===== config.mk =====
export PLATFORM = sky130hd
export DESIGN_NAME = jp_dev_flat
export DESIGN_NICKNAME = d
export VERILOG_FILES = /design/src/rtl/jp_dev_if.sv /design/src/rtl/jp_dev.sv /design/src/flat_wrapper.sv
export SDC_FILE = /design/constraint.sdc
export NUM_CORES = 1
export LEC_CHECK = 0
export BUFFER_PORTS_ARGS = -buffer_cell sky130_fd_sc_hd__clkbuf_2
export CAP_MARGIN = 20
export CORE_MARGIN = 2
export CORE_UTILIZATION = 31
export CTS_BUF_LIST = sky130_fd_sc_hd__clkbuf_4
export DETAILED_ROUTE_END_ITERATION = 16
export SLEW_MARGIN = 40
export SYNTH_ARGS = -nofsm -noshare
export SYNTH_HDL_FRONTEND = slang
export SYNTH_SLANG_ARGS = --single-unit

===== constraint.sdc =====
create_clock -name clk -period 1.15 [get_ports clk]
set_input_delay 0 -clock clk [delete_from_list [all_inputs] [get_ports clk]]
set_output_delay 0 -clock clk [all_outputs]
set_load 0.02 [all_outputs]

===== src/rtl/jp_dev_if.sv =====
// Controller-port bundle between an NES console (master) and the joypad responder (slave).
interface jp_dev_if;
  logic jp_latch;
  logic jp_clk;
  logic jp_data;

  modport master (output jp_latch, output jp_clk, input jp_data);
  modport slave  (input jp_latch, input jp_clk, output jp_data);
endinterface


===== src/rtl/jp_dev.sv =====
// NES controller responder: 4021-style shift register answering console latch/clock.
// Optional turbo on A/B is enabled with `define JP_DEV_TURBO_EN.
module jp_dev #(
  parameter int SYNC_STAGES  = 2,
  parameter int TURBO_PERIOD = 4
) (
  input  logic        clk,
  input  logic        rst_n,
  input  logic [7:0]  buttons,
  input  logic [1:0]  turbo,
  jp_dev_if.slave     jp,
  output logic [3:0]  bit_cnt,
  output logic        frame_strobe
);

  logic [SYNC_STAGES-1:0] latch_sync;
  logic [SYNC_STAGES-1:0] clk_sync;
  logic                   latch_s;
  logic                   clk_s;
  logic                   latch_q;
  logic                   clk_q;
  logic                   latch_fall;
  logic                   clk_rise;
  logic                   shift_en;
  logic [7:0]             sr;
  logic [7:0]             eff_buttons;

  always_ff @(posedge clk or negedge rst_n) begin
    if (!rst_n) begin
      latch_sync <= '0;
      clk_sync   <= '0;
      latch_q    <= 1'b0;
      clk_q      <= 1'b0;
    end else begin
      latch_sync <= {latch_sync[SYNC_STAGES-2:0], jp.jp_latch};
      clk_sync   <= {clk_sync[SYNC_STAGES-2:0], jp.jp_clk};
      latch_q    <= latch_s;
      clk_q      <= clk_s;
    end
  end

  assign latch_s    = latch_sync[SYNC_STAGES-1];
  assign clk_s      = clk_sync[SYNC_STAGES-1];
  assign latch_fall = latch_q & ~latch_s;
  assign clk_rise   = ~clk_q & clk_s;
  // A clock edge arriving with the latch fall is dropped so A is always shown first.
  assign shift_en   = ~latch_s & clk_rise & ~latch_fall;

`ifdef JP_DEV_TURBO_EN
  localparam int TW = $clog2(TURBO_PERIOD);

  logic [TW-1:0] turbo_cnt;
  logic          phase_on;

  always_ff @(posedge clk or negedge rst_n) begin
    if (!rst_n) begin
      turbo_cnt <= '0;
    end else if (latch_fall) begin
      turbo_cnt <= (turbo_cnt == TW'(TURBO_PERIOD - 1)) ? '0 : turbo_cnt + 1'b1;
    end
  end

  assign phase_on    = (turbo_cnt < TW'(TURBO_PERIOD / 2));
  assign eff_buttons = {buttons[7:2], buttons[1:0] & (~turbo | {2{phase_on}})};
`else
  logic unused_turbo;

  assign unused_turbo = ^turbo ^ TURBO_PERIOD[0];
  assign eff_buttons  = buttons;
`endif

  always_ff @(posedge clk or negedge rst_n) begin
    if (!rst_n) begin
      sr           <= '0;
      jp.jp_data   <= 1'b1;
      bit_cnt      <= '0;
      frame_strobe <= 1'b0;
    end else begin
      frame_strobe <= latch_fall;
      jp.jp_data   <= ~sr[0];
      if (latch_s) begin
        sr      <= eff_buttons;
        bit_cnt <= '0;
      end else if (shift_en) begin
        // Pressed-high 1s fill from the top, so the line reads "pressed" after bit 8.
        sr      <= {1'b1, sr[7:1]};
        bit_cnt <= (bit_cnt == 4'd8) ? 4'd8 : bit_cnt + 4'd1;
      end
    end
  end

endmodule


===== src/flat_wrapper.sv =====
// flat-port wrapper written by rule: the top's interface ports become plain ports
module jp_dev_flat 
#(
  parameter int SYNC_STAGES  = 2,
  parameter int TURBO_PERIOD = 4
)
  (clk, rst_n, buttons, turbo, bit_cnt, frame_strobe, jp_jp_latch, jp_jp_clk, jp_jp_data);
  jp_dev_if jp_i ();
  input  logic clk;
  input  logic rst_n;
  input  logic [7:0] buttons;
  input  logic [1:0] turbo;
  output logic [3:0] bit_cnt;
  output logic frame_strobe;
  input wire logic [$bits(jp_i.jp_latch)-1:0] jp_jp_latch;
  input wire logic [$bits(jp_i.jp_clk)-1:0] jp_jp_clk;
  output wire logic [$bits(jp_i.jp_data)-1:0] jp_jp_data;
  assign jp_i.jp_latch = jp_jp_latch;
  assign jp_i.jp_clk = jp_jp_clk;
  assign jp_jp_data = jp_i.jp_data;
  jp_dev #(.SYNC_STAGES(SYNC_STAGES), .TURBO_PERIOD(TURBO_PERIOD)) u_core (.clk(clk), .rst_n(rst_n), .buttons(buttons), .turbo(turbo), .jp(jp_i), .bit_cnt(bit_cnt), .frame_strobe(frame_strobe));
endmodule

==> results of run 1 <==
[cell type report]
| type | instances | area [um2] | share of cell area, % |
|---|---|---|---|
| sequential | 20 | 504 | 37.3 |
| multi-input combinational | 46 | 403 | 29.8 |
| timing repair buffer | 47 | 357 | 26.4 |
| tap | 31 | 38.8 | 2.87 |
| clock buffer | 3 | 22.5 | 1.67 |
| inverter | 6 | 22.5 | 1.67 |
| clock inverter | 1 | 3.75 | 0.278 |
[kinds of logic (layout without fill, tap and decap cells)]
kind of cell / count (synthesis) / count (layout)
AO/OA/AOI/OAI: 19 / 19
flip-flops: 20 / 20
adder cells (fa/ha/maj): 2 / 2
buffers and inverters: 10 / 57
AND/OR/NAND/NOR: 25 / 25
[report_power, final]
| part | switching, mW | internal [mW] | total (mW) |
|---|---|---|---|
| logic | 0.117 | 0.144 | 0.261 |
| registers | 0.0280 | 0.754 | 0.782 |
| clock network | 0.196 | 0.126 | 0.323 |
[metrics by stage]
| stage | hold slack [ns] | area (um2) | utilization (%) | worst slack [ns] |
|---|---|---|---|---|
| 3_5_place_dp | -0.0212 | 1060 | 39.1 | -0.137 |
| 5_1_grt | 0.211 | 1350 | 49.9 | -0.0908 |
| 6_report | 0.183 | 1350 | 49.9 | -0.0457 |
| 3_3_place_gp | -0.0208 | 1060 | 39.1 | -0.0661 |
| 2_1_floorplan | -0.296 | 877 | - | -0.0990 |
| 4_1_cts | 0.190 | 1280 | 47.2 | -0.0328 |
[state kept, by name (all words and copies together), names as in the netlist]
register	count
u_core.jp.jp_data	1
u_core.latch_q	1
u_core.latch_sync	2
u_core.sr	8
u_core.bit_cnt	4
u_core.clk_sync	2
u_core.clk_q	1
u_core.frame_strobe	1
[critical path, cell delays in order, from the launching register on]
cell     delay (ns)
dfrtp_2        0.43
and2b_1        0.22
and3_4         0.17
a221o_1        0.27
[layer usage]
layer	wire length (um)	vias to the layer above	GRT usage [%]	share of wire (%)
li1	-	366	-	-
met1	861	372	17.1	40
met2	1170	15	23.0	55
met3	70	4	3.40	3.3
met4	21	0	7.97	0.99
met5	0	-	0	0
[path summary, 6_finish.rpt]
path                       depth (start not counted)            startpoint                   end  slack, ns
max                                                3  u_core.latch_sync[1]          u_core.sr[4]      -0.05
max reg2reg                                        3  u_core.latch_sync[1]          u_core.sr[4]      -0.05
min reg2reg                                        0    u_core.clk_sync[0]    u_core.clk_sync[1]       0.37
max in group asynchronous                          2                 rst_n     u_core.bit_cnt[0]       0.61
min in group clk                                   2           jp_jp_latch  u_core.latch_sync[0]       0.34
min                                                2                 rst_n          u_core.sr[2]       0.18
[cells in the mapped netlist (all sizes together), types with 2 or more instances]
cell type / count
dfrtp: 19
inv: 6
a221o: 5
nand3: 5
a21oi: 4
and3: 4
buf: 4
and2b: 3
nand2: 3
nor2b: 3
o21ai: 3
ha: 2
nand2b: 2
nor2: 2
o31ai: 2
[repair_timing]
action	4_1_cts	5_1_grt
setup buffers	4	3
hold buffers	11	0
cloned	0	0
setup endpoints to repair	10	11
resized for setup	16	10
pin swaps	3	8
endpoints found under the hold margin	30	0
[cells in the final DEF (no fill, tap or decap), drive strengths merged, types with 2 or more instances in the layout]
cell         instances
buf                 19
nand2                3
o31ai                2
nor2b                3
nand3                5
a21oi                4
dfrtp               19
ha                   2
a221o                5
and2b                3
o21ai                3
inv                  6
dlygate4sd3         11
and3                 4
nand2b               2
nor2                 2
clkbuf              20
==> impl_metrics.toml, run 1 <==
[run_status]
run_status = "finished with violations"
failed_checks = "negative setup slack"

[logic_synthesis]
post-synth-top-area-fraction_pct = 54.3
share_of_the_yosys_chip_area_belonging_to_registers_pct = 57.3
synth_ff_type = "dfrtp_1"
synth.yosys.warnings = 0
post_synth_fa_ha_maj_area_fraction_pct = 2.86
synth_compound_gate_area_share_pct = 16.0
synth_cells = 76
ys_ff_latch = 20
async_flop_share_pct = 100
post_synth.cell_area_avg_um2 = 11.5
synth_enable_flop_cells = 0
yosys.area_share.xor_xnor_pct = 0
netlist-cell-type-count = 28
synth.net_count = 92
synth.area.mux_share_pct = 0
mappedNetlistArea_um2 = 876
synth_top_family_by_area = "simple AND/OR/NAND/NOR gates"
top_area_cells_in_the_synthesized_netlist = "dfrtp_1, a221o_1, dfstp_2"
synth_area_leader_cell = "dfrtp_1"
synthSimpleGateAreaFrac_pct = 17.6

[clock_network]
clkSinkCount = 20
clock_path_buffers = 2
clock_network_latency_to_the_later_pin_of_the_worst_skew_pair_ns = 0.29
tritoncts = "built"
cts.root.buffer_cell = "clkbuf_4"
clkTransAtPathRegs_ns = 0.10
htree_num_levels = 1
cts_buffers = 3

[layout]
antennaDiodeCount = 0
finalNonFillerCells = 154
layout.nets = 140
areaGrowthSynthToFinish_pct = 54.3
share_of_final_layout_standard_cells_stronger_than_drive_strength_1_pct = 48.0
final.fill_count = 258

[sta]
maxSlewViolCount = 0
period_needed_ns = 1.20
fin_skew_ns = 0.00370
setup_violations = 6
setup-tns-final_ns = -0.109
rsz0062_at_grt = "true"
timing_hold_violations_final = 0
setup_ws_ns = -0.0457
post-route-period-util_pct = 104
clock.fmax_mhz = 836
worst_slew_margin_rel_pct = 67.9
transition_time_at_the_pin_with_the_least_slew_margin_ns = 0.482

[floorplanning]
floorplan.initialDensity_pct = 32.3
coreArea_um2 = 2710
fp.dieArea_um2 = 3270
chipWidth_um = 57.2
height_of_the_chip_um = 57.2
rows = 19
top_level_ports = 20

[worst_setup_path]
cp.required_ns = 1.33
timing_worst_setup_path_type = "flop to flop"
timing.critical_path.arrival_ns = 1.38
highest_fanout_seen_on_the_critical_path = 6
category_of_the_worst_setup_path_capture_point = "flop"
critPathLaunchType = "flop"

[hold_path]
min-delay-path-class = "input port to async pin"

[power]
power.ir.vdd_worst_v = 0.000686
power.static_leakage_nw = 0.633
power_density_nw_per_um2 = 1010
power_consumption_mw = 1.37

[placed_design]
gpl.final_weighted_congestion = 0.730
dp_cells = 132
dp_hpwl_um = 1410
placement.io_buffers = 17

[global_route]
maximum_number_of_pins_on_one_net_before_global_route_repair = 21
grt_pass1_wl_um = 3530
grt_usage_pct = 14.1
globalRouteOverflowTotal = 0
antenna_found_initial = 0
first_global_vias = 813

[detailed_routing]
drt-initial-drc-count = 4
detailedRoute.firstPassIterationCount = 4
final_antenna_net_count = 0
vias = 757
drc_violation_count_after_routing = 0
routed_length_per_instance_um = 13.8
vias_per_cell = 4.92
routed_wirelength_um = 2130

[job]
max_capacitance_violation_count = 0
No activity file was read; power rests on OpenSTA's default activity.
==> inputs of run 2 (changes only) <==
SETUP_SLACK_MARGIN = 0.4   (was default)
==> run 2 against run 1 <==
First-iteration DRC count increased to 4.8 times the previous value; global-route usage fell by 0.25 points; register-to-register slack got worse by 0.02 ns; die area unchanged; sequential power hardly changed; setup slack got worse by 0.017 ns; the flow finishes with violations (negative hold slack, negative setup slack); clock skew barely moved; clock power up 76%; via count unchanged; sequential share of layout area is 2.6 points lower.
==> impl_metrics.toml, run 2 (same netlist as run 1, synthesis figures left out) <==
[layout]
finalNonFillerCells = 153
share_of_final_layout_standard_cells_stronger_than_drive_strength_1_pct = 54.1
layout_common_cells = "dfrtp_1, clkbuf_2, buf_4, buf_6, dlygate4sd3_1"
antennaDiodeCount = 0
layout.nets = 139
mostFrequentLayoutCell = "dfrtp_1"
final.fill_count = 231
largest-register = "u_core.sr"
post-route-util_pct = 53.8
largest_register_ffs = 8
areaGrowthSynthToFinish_pct = 66.4
largest_registers = "u_core.sr: 8 flops, u_core.bit_cnt: 4 flops"

[worst_setup_path]
critical_path.n_buffers_inverters = 0
rr_endpoint = "u_core.sr[2]"
timing.critical_path.arrival_ns = 1.41
critical_path.cell_chain = "nand2b_4 > and3_4 > a221o_1"
r2r_start = "u_core.latch_sync[1]"
critPathLaunchType = "flop"
r2r_cells = 3
cell_with_the_largest_stage_delay_on_the_worst_path = "dfrtp_2"
highest_fanout_seen_on_the_critical_path = 9
critPathMaxStageDelay_ns = 0.47
timing.critical_path.max_delay_family = "flip-flops"
timing_worst_setup_path_type = "flop to flop"
regToRegSetupSlack_ns = -0.06
cp.required_ns = 1.34
category_of_the_worst_setup_path_capture_point = "flop"

[detailed_routing]
routed_length_per_instance_um = 13.6
vias_per_cell = 4.95
vias = 757
detailedRoute.firstPassIterationCount = 4
drc_violation_count_after_routing = 0
drt-initial-drc-count = 19
routed_wirelength_um = 2080
final_antenna_net_count = 0

[sta]
worst_slew_margin_rel_pct = 67.3
clock.fmax_mhz = 825
timing_hold_violations_final = 3
setup_violations = 6
maxSlewViolCount = 0
setup_ws_ns = -0.0628
rsz0062_at_grt = "true"
fin_skew_ns = 0.00389
period_needed_ns = 1.21
transition_time_at_the_pin_with_the_least_slew_margin_ns = 0.491
setup-tns-final_ns = -0.261
fin_hold_ws_ns = -0.0625
post-route-period-util_pct = 105

[power]
switching_power_uw = 369
power_density_nw_per_um2 = 1130
share_seq_of_total_power_pct = 47.6
power.switching_fraction_pct = 22.4
combPwrFrac_pct = 18.0
power.ir.vdd_worst_v = 0.00117
cell_int_power_mw = 1.28
power.static_leakage_nw = 0.665
pwr-share-clk_pct = 34.4

[clock_network]
cts_buffers = 3
clock_network_latency_to_the_later_pin_of_the_worst_skew_pair_ns = 0.30
clkSinkCount = 20
htree_num_levels = 1
clkTransAtPathRegs_ns = 0.11
cts.root.buffer_cell = "clkbuf_4"
tritoncts = "built"
clock_path_buffers = 2

[job]
max_capacitance_violation_count = 0

[global_route]
globalRouteOverflowTotal = 0
antenna_found_initial = 0
grt_usage_pct = 13.9
grt_pass1_wl_um = 3510
first_global_vias = 800
maximum_number_of_pins_on_one_net_before_global_route_repair = 21

[floorplanning]
rows = 19
chipWidth_um = 57.2
height_of_the_chip_um = 57.2
top_level_ports = 20
floorplan.initialDensity_pct = 32.3
fp.dieArea_um2 = 3270
coreArea_um2 = 2710

[hold_path]
min-delay-path-class = "input port to flop"
min_path_cells = 2
timing.hold.worst.start = "buttons[5]"
worst_hold_path.endpoint = "u_core.sr[5]"

[run_status]
run_status = "finished with violations"
failed_checks = "negative hold slack, negative setup slack"

[placed_design]
dp_slack_ns = -0.146
placement.io_buffers = 17
dp_hpwl_um = 1280
dp_cells = 131
gpl.final_weighted_congestion = 0.773
[run 2: changes by cell type in the layout (fill, tap and decap cells not counted), sizes merged]
| cell | change |
|---|---|
| bufinv | +1 |
| buf | +6 |
| clkinv | -1 |
| dlygate4sd3 | -3 |
| clkbuf | -4 |
[run 2: area by class of cell]
| cell class | count | area [um2] | area share (%) |
|---|---|---|---|
| clock inverters | 1 | 30.0 | 2.06 |
| multi-input cells | 46 | 415 | 28.5 |
| well taps | 31 | 38.8 | 2.66 |
| flip-flops and latches | 20 | 505 | 34.7 |
| clock buffers | 3 | 22.5 | 1.55 |
| repair buffers | 46 | 418 | 28.7 |
| inverters | 6 | 27.5 | 1.89 |
[run 2: stage by stage]
stage	power (mW)	instance area [um2]
3_5_place_dp	0.972	1050
2_1_floorplan	0.892	881
6_report	1.65	1460
3_3_place_gp	0.969	1050
4_1_cts	1.63	1370
5_1_grt	1.73	1460
[run 2: routing by layer]
metal	vias to the layer above	global-route usage [%]	part of all wire (%)
met3	4	4.99	3.7
met4	0	2.66	0.67
met5	-	0	0
li1	365	-	-
met2	20	24.0	51
met1	368	16.8	44
[run 2: power groups by stage]
stage | combinational [mW] | sequential [mW] | clock (mW)
final | 0.297 | 0.783 | 0.567
after global routing | 0.324 | 0.789 | 0.621
after CTS | 0.262 | 0.781 | 0.591
after detailed placement | 0.182 | 0.791 | 0
after global placement | 0.179 | 0.791 | 0
after floorplan | 0.0970 | 0.795 | 0
[run 2: how the worst max path moves through the flow]
| stage | startpoint | to | slack [ns] | cells past startpoint |
|---|---|---|---|---|
| after floorplan | u_core.latch_sync[1] | u_core.sr[2] | -0.1 | 5 |
| after CTS | u_core.latch_sync[1] | u_core.sr[2] | -0.04 | 3 |
| after global routing | u_core.latch_sync[1] | u_core.sr[5] | -0.11 | 3 |
| after global placement | u_core.latch_sync[1] | u_core.sr[2] | -0.08 | 3 |
| after detailed placement | u_core.latch_sync[1] | u_core.bit_cnt[2] | -0.15 | 4 |
| final | u_core.latch_sync[1] | u_core.sr[2] | -0.06 | 3 |
[run 2: repair_timing]
item	4_1_cts	5_1_grt
pin swaps	8	3
hold buffers	7	1
buffers inserted	7	3
gates resized for setup	35	16
setup endpoints to repair	20	20
endpoints found under the hold margin	30	4
==> inputs of run 3 (changes only) <==
CORE_UTILIZATION = 49   (was 31)
PLACE_DENSITY = 0.76   (was default)
==> run 3 against run 2 <==
The run still ends with negative hold slack, negative setup slack left; combinational power fell by 7.4%; sequential share of layout area rose by 2.5 points; register-to-register slack worse by 0.02 ns; worst hold slack better by 0.0042 ns; fmax down 1.3%; clock-buffer cell count grew 1; global-route usage up 8.8 points; cell count is 7.2% lower; clock power shrank 35%; critical path type unchanged.
==> impl_metrics.toml, run 3 (same netlist as run 1, synthesis figures left out) <==
[run_status]
run_status = "finished with violations"
failed_checks = "negative hold slack, negative setup slack"

[worst_setup_path]
timing.critical_path.arrival_ns = 1.42
category_of_the_worst_setup_path_capture_point = "flop"
cp.required_ns = 1.34
highest_fanout_seen_on_the_critical_path = 4
timing_worst_setup_path_type = "flop to flop"
critPathLaunchType = "flop"

[clock_network]
clkSinkCount = 20
cts.root.buffer_cell = "clkbuf_4"
tritoncts = "built"
cts_buffers = 3
clock_network_latency_to_the_later_pin_of_the_worst_skew_pair_ns = 0.30
hold_fix_buffers_cts = 7
clkTransAtPathRegs_ns = 0.11
clock_path_buffers = 2
htree_num_levels = 1

[power]
power.static_leakage_nw = 0.632
power.ir.vdd_worst_v = 0.000866
power_density_nw_per_um2 = 1050
power_consumption_mw = 1.43

[detailed_routing]
detailedRoute.firstPassIterationCount = 4
drt-initial-drc-count = 21
vias = 791
routed_wirelength_um = 2380
vias_per_cell = 5.57
drc_violation_count_after_routing = 0
final_antenna_net_count = 0
routed_length_per_instance_um = 16.8

[layout]
largest_registers = "u_core.sr: 8 flops, u_core.bit_cnt: 4 flops"
largest-register = "u_core.sr"
mostFrequentLayoutCell = "dfrtp_1"
areaGrowthSynthToFinish_pct = 56.0
layout_common_cells = "dfrtp_1, clkbuf_2, buf_4, dlygate4sd3_1, buf_6"
finalNonFillerCells = 142
antennaDiodeCount = 0
share_of_final_layout_standard_cells_stronger_than_drive_strength_1_pct = 52.1
layout.nets = 134
largest_register_ffs = 8
final.fill_count = 103
stdcell_area_um2 = 1370

[floorplanning]
top_level_ports = 20
floorplan.initialDensity_pct = 51.3
height_of_the_chip_um = 46.3
chipWidth_um = 46.3
coreArea_um2 = 1710
fp.dieArea_um2 = 2140
rows = 15

[sta]
maxSlewViolCount = 0
timing_hold_violations_final = 4
clock.fmax_mhz = 814
fin_hold_ws_ns = -0.0583
setup_violations = 8
setup_ws_ns = -0.0787
period_needed_ns = 1.23
fin_skew_ns = 0.00419
post-route-period-util_pct = 107
rsz0062_at_grt = "true"
transition_time_at_the_pin_with_the_least_slew_margin_ns = 0.485
worst_slew_margin_rel_pct = 67.7

[global_route]
grtUsageMet1_pct = 28.8
antenna_found_initial = 0
grt_busiest_layer = "met2"
globalRouteOverflowTotal = 0
maximum_number_of_pins_on_one_net_before_global_route_repair = 21
grt_pass1_wl_um = 3280
grtUsageMet2_pct = 37.2
grt_usage_pct = 22.7
grt_use_met3_pct = 3.53
first_global_vias = 701

[hold_path]
min-delay-path-class = "input port to flop"

[placed_design]
dp_cells = 125
placed_area_um2 = 1040
dp_slack_ns = -0.147
dp_hpwl_um = 1320
gpl.final_weighted_congestion = 0.736
placement.io_buffers = 17

[job]
max_capacitance_violation_count = 0
run 3: cell types whose count changed in the layout (fill, tap and decap cells not counted), sizes merged:
cell	delta
bufinv	-1
buf	-3
dlygate4sd3	-1
run 3: layer usage:
layer,wire (um),part of all wire [%]
met1,982,41
met2,1240,52
met3,75,3.1
met4,82,3.4
met5,0,0
run 3: path summary, 6_finish.rpt:
kind | startpoint | end | slack, ns | cells after the start
min | buttons[2] | u_core.sr[2] | -0.06 | 2
max in group asynchronous | rst_n | u_core.bit_cnt[1] | 0.61 | 2
min in group asynchronous | rst_n | u_core.sr[5] | 0.18 | 2
max reg2reg | u_core.clk_sync[1] | u_core.sr[5] | -0.08 | 4
max | u_core.clk_sync[1] | u_core.sr[5] | -0.08 | 4
min reg2reg | u_core.latch_sync[0] | u_core.latch_sync[1] | 0.37 | 0
run 3: cell type report:
| class | count | area (um2) | share of cell area, % |
|---|---|---|---|
| flip-flops and latches | 20 | 508 | 37.2 |
| multi-input cells | 46 | 405 | 29.7 |
| clock buffers | 4 | 30.0 | 2.20 |
| inverters | 6 | 27.5 | 2.01 |
| well taps | 25 | 31.3 | 2.29 |
| repair buffers | 41 | 364 | 26.6 |
run 3: report_power, final:
group	switching, mW	leakage [nW]	internal (mW)
registers	0.0301	0.236	0.754
logic	0.124	0.377	0.151
clock network	0.212	0.0184	0.159
run 3: repair_timing:
action / 4_1_cts / 5_1_grt
pin swaps: 5 / 5
endpoints found under the hold margin: 30 / 4
setup endpoints to repair: 20 / 20
setup buffers: 5 / 1
gates resized for setup: 26 / 20
cloned: 0 / 0
run 3: stage by stage:
| step | util (%) | TNS [ns] |
|---|---|---|
| after floorplan | - | -0.413 |
| after global placement | 61.2 | -0.222 |
| after detailed placement | 61.2 | -0.525 |
| after CTS | 75.2 | -0.213 |
| after global routing | 80.0 | -0.681 |
| final | 80.0 | -0.353 |
run 3: critical path: stages, from the launching register on:
cell and delay (ns):
dfrtp_1 0.41, nor2b_4 0.15, buf_6 0.12, and3_4 0.17, a221o_1 0.28
